$ cat src/rtl/f1_round_engine.sv
// Iterative F1 round engine: key XOR plus fixed per-lane byte rotation, applied ROUNDS times.
// Runs forward (encrypt) or exact inverse (decrypt), with valid/ready on data-in, round key and data-out.
module f1_round_engine #(
    parameter int unsigned NBYTES = 4,
    parameter int unsigned ROUNDS = 8,
    parameter logic [3*NBYTES-1:0] ROT = {3'd5, 3'd4, 3'd1, 3'd0},
    localparam int unsigned W  = 8 * NBYTES,
    localparam int unsigned CW = $clog2(ROUNDS + 1)
) (
    input  logic          clk,
    input  logic          rst,
    input  logic          in_valid,
    output logic          in_ready,
    input  logic [W-1:0]  in_data,
    input  logic          in_mode,
    input  logic          rk_valid,
    output logic          rk_ready,
    input  logic [W-1:0]  rk_data,
    output logic          out_valid,
    input  logic          out_ready,
    output logic [W-1:0]  out_data,
    output logic [CW-1:0] round_idx
);

    typedef enum logic [1:0] {
        IDLE,
        RUN,
        DONE
    } state_t;

    state_t state;
    state_t state_next;

    logic [W-1:0] blk;
    logic         dec;
    logic [W-1:0] round_y;
    logic         accept;
    logic         consume;
    logic         last;

    logic [2:0]  rot_amt;
    logic [7:0]  x_lane;
    logic [7:0]  k_lane;
    logic [7:0]  t_lane;
    logic [15:0] dbl;

    assign last = (round_idx == CW'(ROUNDS - 1));

    always_ff @(posedge clk) begin
        if (rst) begin
            state <= IDLE;
        end else begin
            state <= state_next;
        end
    end

    always_comb begin
        state_next = state;
        in_ready   = 1'b0;
        rk_ready   = 1'b0;
        out_valid  = 1'b0;
        unique case (state)
            IDLE: begin
                in_ready = 1'b1;
                if (in_valid) state_next = RUN;
            end
            RUN: begin
                rk_ready = 1'b1;
                if (rk_valid && last) state_next = DONE;
            end
            DONE: begin
                out_valid = 1'b1;
                if (out_ready) state_next = IDLE;
            end
            default: state_next = IDLE;
        endcase
        // Reset blocks both handshakes in the cycle it is asserted.
        if (rst) begin
            in_ready = 1'b0;
            rk_ready = 1'b0;
        end
    end

    assign accept  = in_ready && in_valid;
    assign consume = rk_ready && rk_valid;

    // Lane 0 is the most significant byte; its rotate amount is the leftmost ROT field.
    always_comb begin
        round_y = '0;
        rot_amt = '0;
        x_lane  = '0;
        k_lane  = '0;
        t_lane  = '0;
        dbl     = '0;
        for (int unsigned i = 0; i < NBYTES; i++) begin
            rot_amt = ROT[3*(NBYTES-1-i) +: 3];
            x_lane  = blk[8*(NBYTES-1-i) +: 8];
            k_lane  = rk_data[8*(NBYTES-1-i) +: 8];
            if (!dec) begin
                t_lane = x_lane ^ k_lane;
                dbl    = {t_lane, t_lane} << rot_amt;
                round_y[8*(NBYTES-1-i) +: 8] = dbl[15:8];
            end else begin
                dbl    = {x_lane, x_lane} >> rot_amt;
                round_y[8*(NBYTES-1-i) +: 8] = dbl[7:0] ^ k_lane;
            end
        end
    end

    always_ff @(posedge clk) begin
        if (rst) begin
            blk       <= '0;
            dec       <= 1'b0;
            round_idx <= '0;
            out_data  <= '0;
        end else if (accept) begin
            blk       <= in_data;
            dec       <= in_mode;
            round_idx <= '0;
        end else if (consume) begin
            blk       <= round_y;
            round_idx <= round_idx + CW'(1);
            if (last) out_data <= round_y;
        end
    end

endmodule

$ cat config.mk
export PLATFORM = sky130hd
export DESIGN_NAME = f1_round_engine
export DESIGN_NICKNAME = d
export VERILOG_FILES = /design/src/rtl/f1_round_engine.sv
export SDC_FILE = /design/constraint.sdc
export NUM_CORES = 1
export LEC_CHECK = 0
export CORE_MARGIN = 5
export CORE_UTILIZATION = 50
export DETAILED_ROUTE_END_ITERATION = 8
export DONT_BUFFER_PORTS = 1
export GPL_ROUTABILITY_DRIVEN = 0
export GPL_TIMING_DRIVEN = 0
export PLACE_DENSITY = 0.61
export SLEW_MARGIN = 20
export SYNTH_ARGS = -nofsm -noshare
export SYNTH_HDL_FRONTEND = slang
export SYNTH_SLANG_ARGS = --single-unit
$ cat constraint.sdc
create_clock -name clk -period 1.73 [get_ports clk]
set_clock_uncertainty 0.15 [all_clocks]
set_input_delay 0.2595 -clock clk [delete_from_list [all_inputs] [get_ports clk]]
set_output_delay 0.2595 -clock clk [all_outputs]
set_load 0.02 [all_outputs]
==> out/qor.csv, run 1 <==
metric;value;unit
drv_slew;0;
worst_setup_path_start_kind;register;
die_width;97.18;um
grt_use_total;0.1945;
port_buffers;0;
max_clock_freq;0.6004;GHz
pin_count;109;
path_clk_slew;70;ps
ys_warn_count;0;
wl_met3;680;um
fp.coreArea;7331;um^2
final_common_cell;dfxtp_1;
antenna_cells;0;
p_leak;2.011;nW
outcome;completed;
crit_path_end_kind;register;
synth_nets;445;
fin_area;4652;um^2
layout_common_cells;dfxtp_1, mux2i_1, nand2b_1, dlygate4sd3_1, xor2_1;
design.die.area;9443;um^2
ir_drop;0.0004618;V
ys_seq_elements;71;
drc;0;
cts_buffers;9;
avgSynthCellArea;10.16;um^2
numClockSinks;71;
wl_per_cell;17.54;um
cts_buffer_depth;2;
synthCells;374;
dr_wl_met2;4632;um
final-setup-viol-count;0;
period_share;0.9627;
dp_hpwl;6655;um
synth.distinct_cells;38;
grt_first_pass_wirelength;15190;um
firstDrtPassIters;4;
synth_seq_area_share;0.3741;
nNetsFinal;503;
grt_pass1_vias;2986;
rows;31;
drt_wl_total;9401;um
highest_layer;met4;
drv_cap;0;
place_area;3924;um^2
p_per_area;821.3;nW/um^2
hold_viol;0;
postRouteAntennaNets;0;
drive_gt1_frac;0.1625;
viasPerCell;5.396;
cts_tree;yes;
dr_total_vias;2892;
slew_headroom;0.5944;
synthToLayoutAreaGrowth;22.42;%
worstMarginPinSlew;607.1;ps
crit_type;register to register;
worstPathRequired;1800;ps
met1_length;3895;um
start_util;0.5183;
first_iter_violations;72;
period_needed;1665;ps
post-route-util;0.6346;
h-tree-depth;3;
hold_class;input pin to register;
synth.cell_area;3800;um^2
cp_max_fo;10;
die_h;97.18;um
cp.arrival;1730;ps
clk_latency;330;ps
cts-root-buf;clkbuf_8;
grt_antenna_before_repair;0;
overflow;0;
grt_max_degree;18;
-- critical path, stage by stage (launching register included) --
cell and delay [ps]:
dfxtp_1 310, buf_6 140, nor4b_4 380, or2_1 170, buf_6 160, buf_12 150, o221ai_2 90
-- routing by layer --
layer	vias up	GRT usage
met4	0	0.07775
met3	17	0.06317
met5	-	0
met1	1341	0.2222
li1	1440	-
met2	94	0.3344
-- state kept, by name (all words and copies together), names as in the netlist --
register,count
blk,32
dec,1
out_data,32
round_idx,4
state,2
-- where the power goes --
group	total [mW]	internal, mW	leakage [nW]	switching, mW
Sequential	1.81	1.73	0.581	0.0798
Combinational	0.727	0.378	1.33	0.349
Clock	1.29	0.656	0.103	0.631
-- metrics by stage --
stage          hold WS [ps]  setup TNS (ps)  instances  worst slack (ps)  power, mW
3_5_place_dp          231.0           -3605        473            -159.1      2.471
2_1_floorplan         218.1               0        374             49.15      2.347
3_3_place_gp          229.2           -2952        473            -141.7      2.458
4_1_cts               1.700               0        535             4.738      3.846
6_report              11.99               0        536             64.55      3.821
5_1_grt               16.02          -2.826        536            -2.826      4.009
-- layout make-up --
| cell class | count | area, um^2 |
|---|---|---|
| plain buffers | 27 | 237.7 |
| clock buffers | 9 | 123.9 |
| clock inverters | 7 | 63.81 |
| fillers | 625 | 2679 |
| inverters | 16 | 62.56 |
| multi-input cells | 259 | 2131 |
| flip-flops and latches | 71 | 1429 |
| well taps | 99 | 123.9 |
| repair buffers | 48 | 480.5 |
-- final timing paths --
path         startpoint           to  slack [ps]  cells after the start
min reg2reg      blk[6]       blk[6]         350                      2
max            state[0]      blk[17]          60                      6
max reg2reg    state[0]      blk[17]          60                      6
min          rk_data[7]  out_data[7]          10                      2
-- synth_stat cells, drive strengths merged --
| library cell | instances | area, um^2 |
|---|---|---|
| a21o | 2 | 15.01 |
| a21oi | 12 | 60.06 |
| a311oi | 8 | 70.07 |
| a32oi | 8 | 70.07 |
| and3b | 1 | 8.760 |
| buf | 24 | 197.7 |
| clkbuf | 4 | 15.01 |
| dfxtp | 71 | 1421 |
| ha | 1 | 12.51 |
| inv | 16 | 60.05 |
| mux2 | 8 | 90.09 |
| mux2i | 49 | 490.5 |
| nand2 | 29 | 116.4 |
| nand2b | 43 | 269.0 |
| nand3 | 1 | 5.000 |
| nand4b | 1 | 8.760 |
| nand4bb | 1 | 11.26 |
| nor2 | 2 | 7.510 |
| nor2b | 1 | 6.260 |
| nor3 | 1 | 5.000 |
| nor3b | 1 | 7.510 |
| nor4b | 1 | 23.77 |
| nor4bb | 1 | 25.02 |
| o21ai | 3 | 15.01 |
| o21bai | 1 | 7.510 |
| o221ai | 24 | 272.8 |
| o31ai | 8 | 60.06 |
| or2 | 1 | 6.260 |
| or3 | 2 | 12.51 |
| xnor2 | 11 | 96.34 |
| xor2 | 38 | 332.8 |
-- logic make-up after synthesis --
family / count (synthesis) / share of synthesized area
fa+ha+maj: 1 / 0.003292
flops: 71 / 0.3741
compound gates: 66 / 0.1501
simple gates: 86 / 0.1350
mux: 57 / 0.1528
buf+inv: 44 / 0.07178
xor+xnor: 49 / 0.1129
-- repair_timing --
item                                   CTS  global route
buffers inserted                         4             1
pin swaps                                1             2
gates resized for setup                  6            14
gates cloned                             0             0
setup endpoints to repair               61            42
hold buffers                            43             0
endpoints found under the hold margin   42             0
Note: power is estimated with default switching activity, not from simulation.
==> run 2, diff against run 1 <==
- CORE_UTILIZATION: 50 -> 39
- PLACE_DENSITY: 0.61 -> 0.49
==> run 2 against run 1 <==
First-iteration DRC count rose by 51%. Global-route usage down 2.3 points. Sequential power barely moved. Sequential cell count unchanged. Utilization is 14 points lower. Routed wire length increased by 6.7%. Clock-buffer cell count is 1 higher. Combinational power up 4.0%. Maximum frequency grew 1.0%. Final area increased by 2.7%. Clock power is 5% higher. Highest routed layer unchanged.
==> out/qor.csv, run 2 (synthesized netlist as in run 1, its figures left out) <==
metric;value;unit;change
outcome;completed;;
cts_tree;yes;;
worstMarginPinSlew;616.5;ps;+9.407 ps
grt_max_degree;18;;unchanged
synthToLayoutAreaGrowth;25.78;%;
nNetsFinal;508;;+0.99%
start_util;0.3942;;-0.1241
die_width;108.7;um;+12%
firstDrtPassIters;4;;unchanged
p_per_area;820.1;nW/um^2;-0.14%
crit_family;simple AND/OR/NAND/NOR gates;;
rows;36;;+16%
design.die.area;11820;um^2;+25%
ff2ff_setup_slack;90;ps;+30 ps
wl_per_cell;17.44;um;-0.55%
dr_total_vias;2900;;+0.28%
cts_buffers;9;;unchanged
slew_headroom;0.5881;;-0.006284
drv_cap;0;;unchanged
p_int;2.820;mW;+2.2%
clk_latency;350;ps;+20 ps
combPwrFrac;0.193;;+0.003
grt_pass1_vias;2999;;+0.44%
cp_max_fo;9;;-1
layout_common_cells;dfxtp_1, mux2i_1, dlygate4sd3_1, nand2b_1, xor2_1;;
hold_viol;0;;unchanged
grt_antenna_before_repair;0;;unchanged
ir_drop;0.0002962;V;-36%
instances_no_fill;575;;+7.3%
slowest_delay;420;ps;+40 ps
clkPwrFrac;0.346;;+0.009
die_h;108.7;um;+12%
overflow;0;;unchanged
port_buffers;0;;unchanged
period_needed;1649;ps;-16.90 ps
path_buf_inv;1;;-2
final-setup-viol-count;0;;unchanged
fin_area;4780;um^2;+2.7%
dp_hpwl;7160;um;+7.6%
place_area;3966;um^2;+1.1%
numClockSinks;71;;unchanged
h-tree-depth;3;;unchanged
grt_use_total;0.1712;;-0.02331
grt_first_pass_wirelength;15510;um;+2.1%
period_share;0.9529;;-0.009768
final_common_cell;dfxtp_1;;
post-route-util;0.4958;;-0.1387
drv_slew;0;;unchanged
pin_count;109;;unchanged
place_inst;507;;+7.2%
drc;0;;unchanged
first_iter_violations;109;;+51%
ff_latch_area;1429;um^2;unchanged
viasPerCell;5.043;;-6.5%
worstPathRequired;1320;ps;-480 ps
cp.arrival;1240;ps;-490 ps
pwr-share-seq;0.461;;-0.012
drt_wl_total;10030;um;+6.7%
p_leak;2.042;nW;+1.5%
fp.coreArea;9639;um^2;+31%
swShare;0.2806;;+0.003049
postRouteAntennaNets;0;;unchanged
reg_top3;blk: 32 flops, out_data: 32 flops, round_idx: 4 flops;;
crit_type;register to output port;;
path_cells;buf_6 -> nor3b_2;;
fill_cells;945;;+51%
crit_path_end_kind;output port;;
cts-root-buf;clkbuf_8;;
max_clock_freq;0.6066;GHz;+1.0%
hold_class;input pin to register;;
multi_input_area;2135;um^2;+0.18%
antenna_cells;0;;unchanged
path_clk_slew;80;ps;about the same
worst_setup_path_start_kind;register;;
drive_gt1_frac;0.1719;;+0.009474
p_switching;1.100;mW;+3.7%
cts_buffer_depth;2;;unchanged
crit_slowest_cell;nor3b_2;;
-- run 2: cell types whose count changed in the layout (fill, tap and decap cells not counted), sizes merged --
cell / delta
buf: +4
clkbuf: +1
clkinv: -3
clkinvlp: +2
dlygate4sd3: +1
-- run 2: worst register-to-register path, cell delays in order, from the launching register on --
cell and delay, ps:
dfxtp_1 310, buf_6 140, nor4bb_4 150, buf_6 120
buf_12 130, buf_8 120, buf_12 120, a32oi_1 180
o31ai_1 90
-- run 2: per-layer routing --
layer	wire length (um)	global-route usage	vias to the layer above
met5	0	0	-
li1	-	-	1441
met1	4282	0.2034	1370
met3	818	0.06454	10
met2	4828	0.2913	79
met4	101	0.04328	0
-- run 2: final cells by class --
cell class                 instances  area share
multi-input combinational        259      0.4466
clock inverter                     6     0.01257
buffer                            27     0.05105
tap                              133     0.03482
inverter                          16     0.01309
sequential                        71      0.2990
clock buffer                      10     0.02880
timing repair buffer              53      0.1141
-- run 2: timing repair --
item / in CTS / in global routing
pin swaps: 1 / 3
resized for setup: 8 / 15
hold buffers: 43 / 1
setup endpoints to repair: 61 / 55
buffers inserted: 3 / 6
endpoints found under the hold margin: 42 / 1
-- run 2: worst paths after layout --
kind             from           end  depth (start not counted)
min          in_valid  round_idx[2]                          2
max          state[0]      rk_ready                          2
min reg2reg    blk[2]        blk[2]                          2
max reg2reg  state[0]        blk[6]                          8
-- run 2: metrics by stage --
stage	setup WS (ps)	power, mW	setup TNS (ps)	hold WS (ps)
2_1_floorplan	49.15	2.347	0	218.1
3_3_place_gp	-210.0	2.472	-4431	228.1
3_5_place_dp	-169.2	2.481	-4299	231.0
4_1_cts	17.56	3.945	0	1.447
5_1_grt	-2.236	4.122	-2.236	85.40
6_report	81.44	3.920	0	91.50
-- run 2: power groups by stage --
| stage | Clock (mW) | Combinational (mW) | Sequential [mW] |
|---|---|---|---|
| after global routing | 1.47 | 0.831 | 1.82 |
| final | 1.36 | 0.756 | 1.81 |
| after detailed placement | 0 | 0.635 | 1.85 |
| after CTS | 1.40 | 0.731 | 1.81 |
| after floorplan | 0 | 0.515 | 1.83 |
| after global placement | 0 | 0.627 | 1.85 |
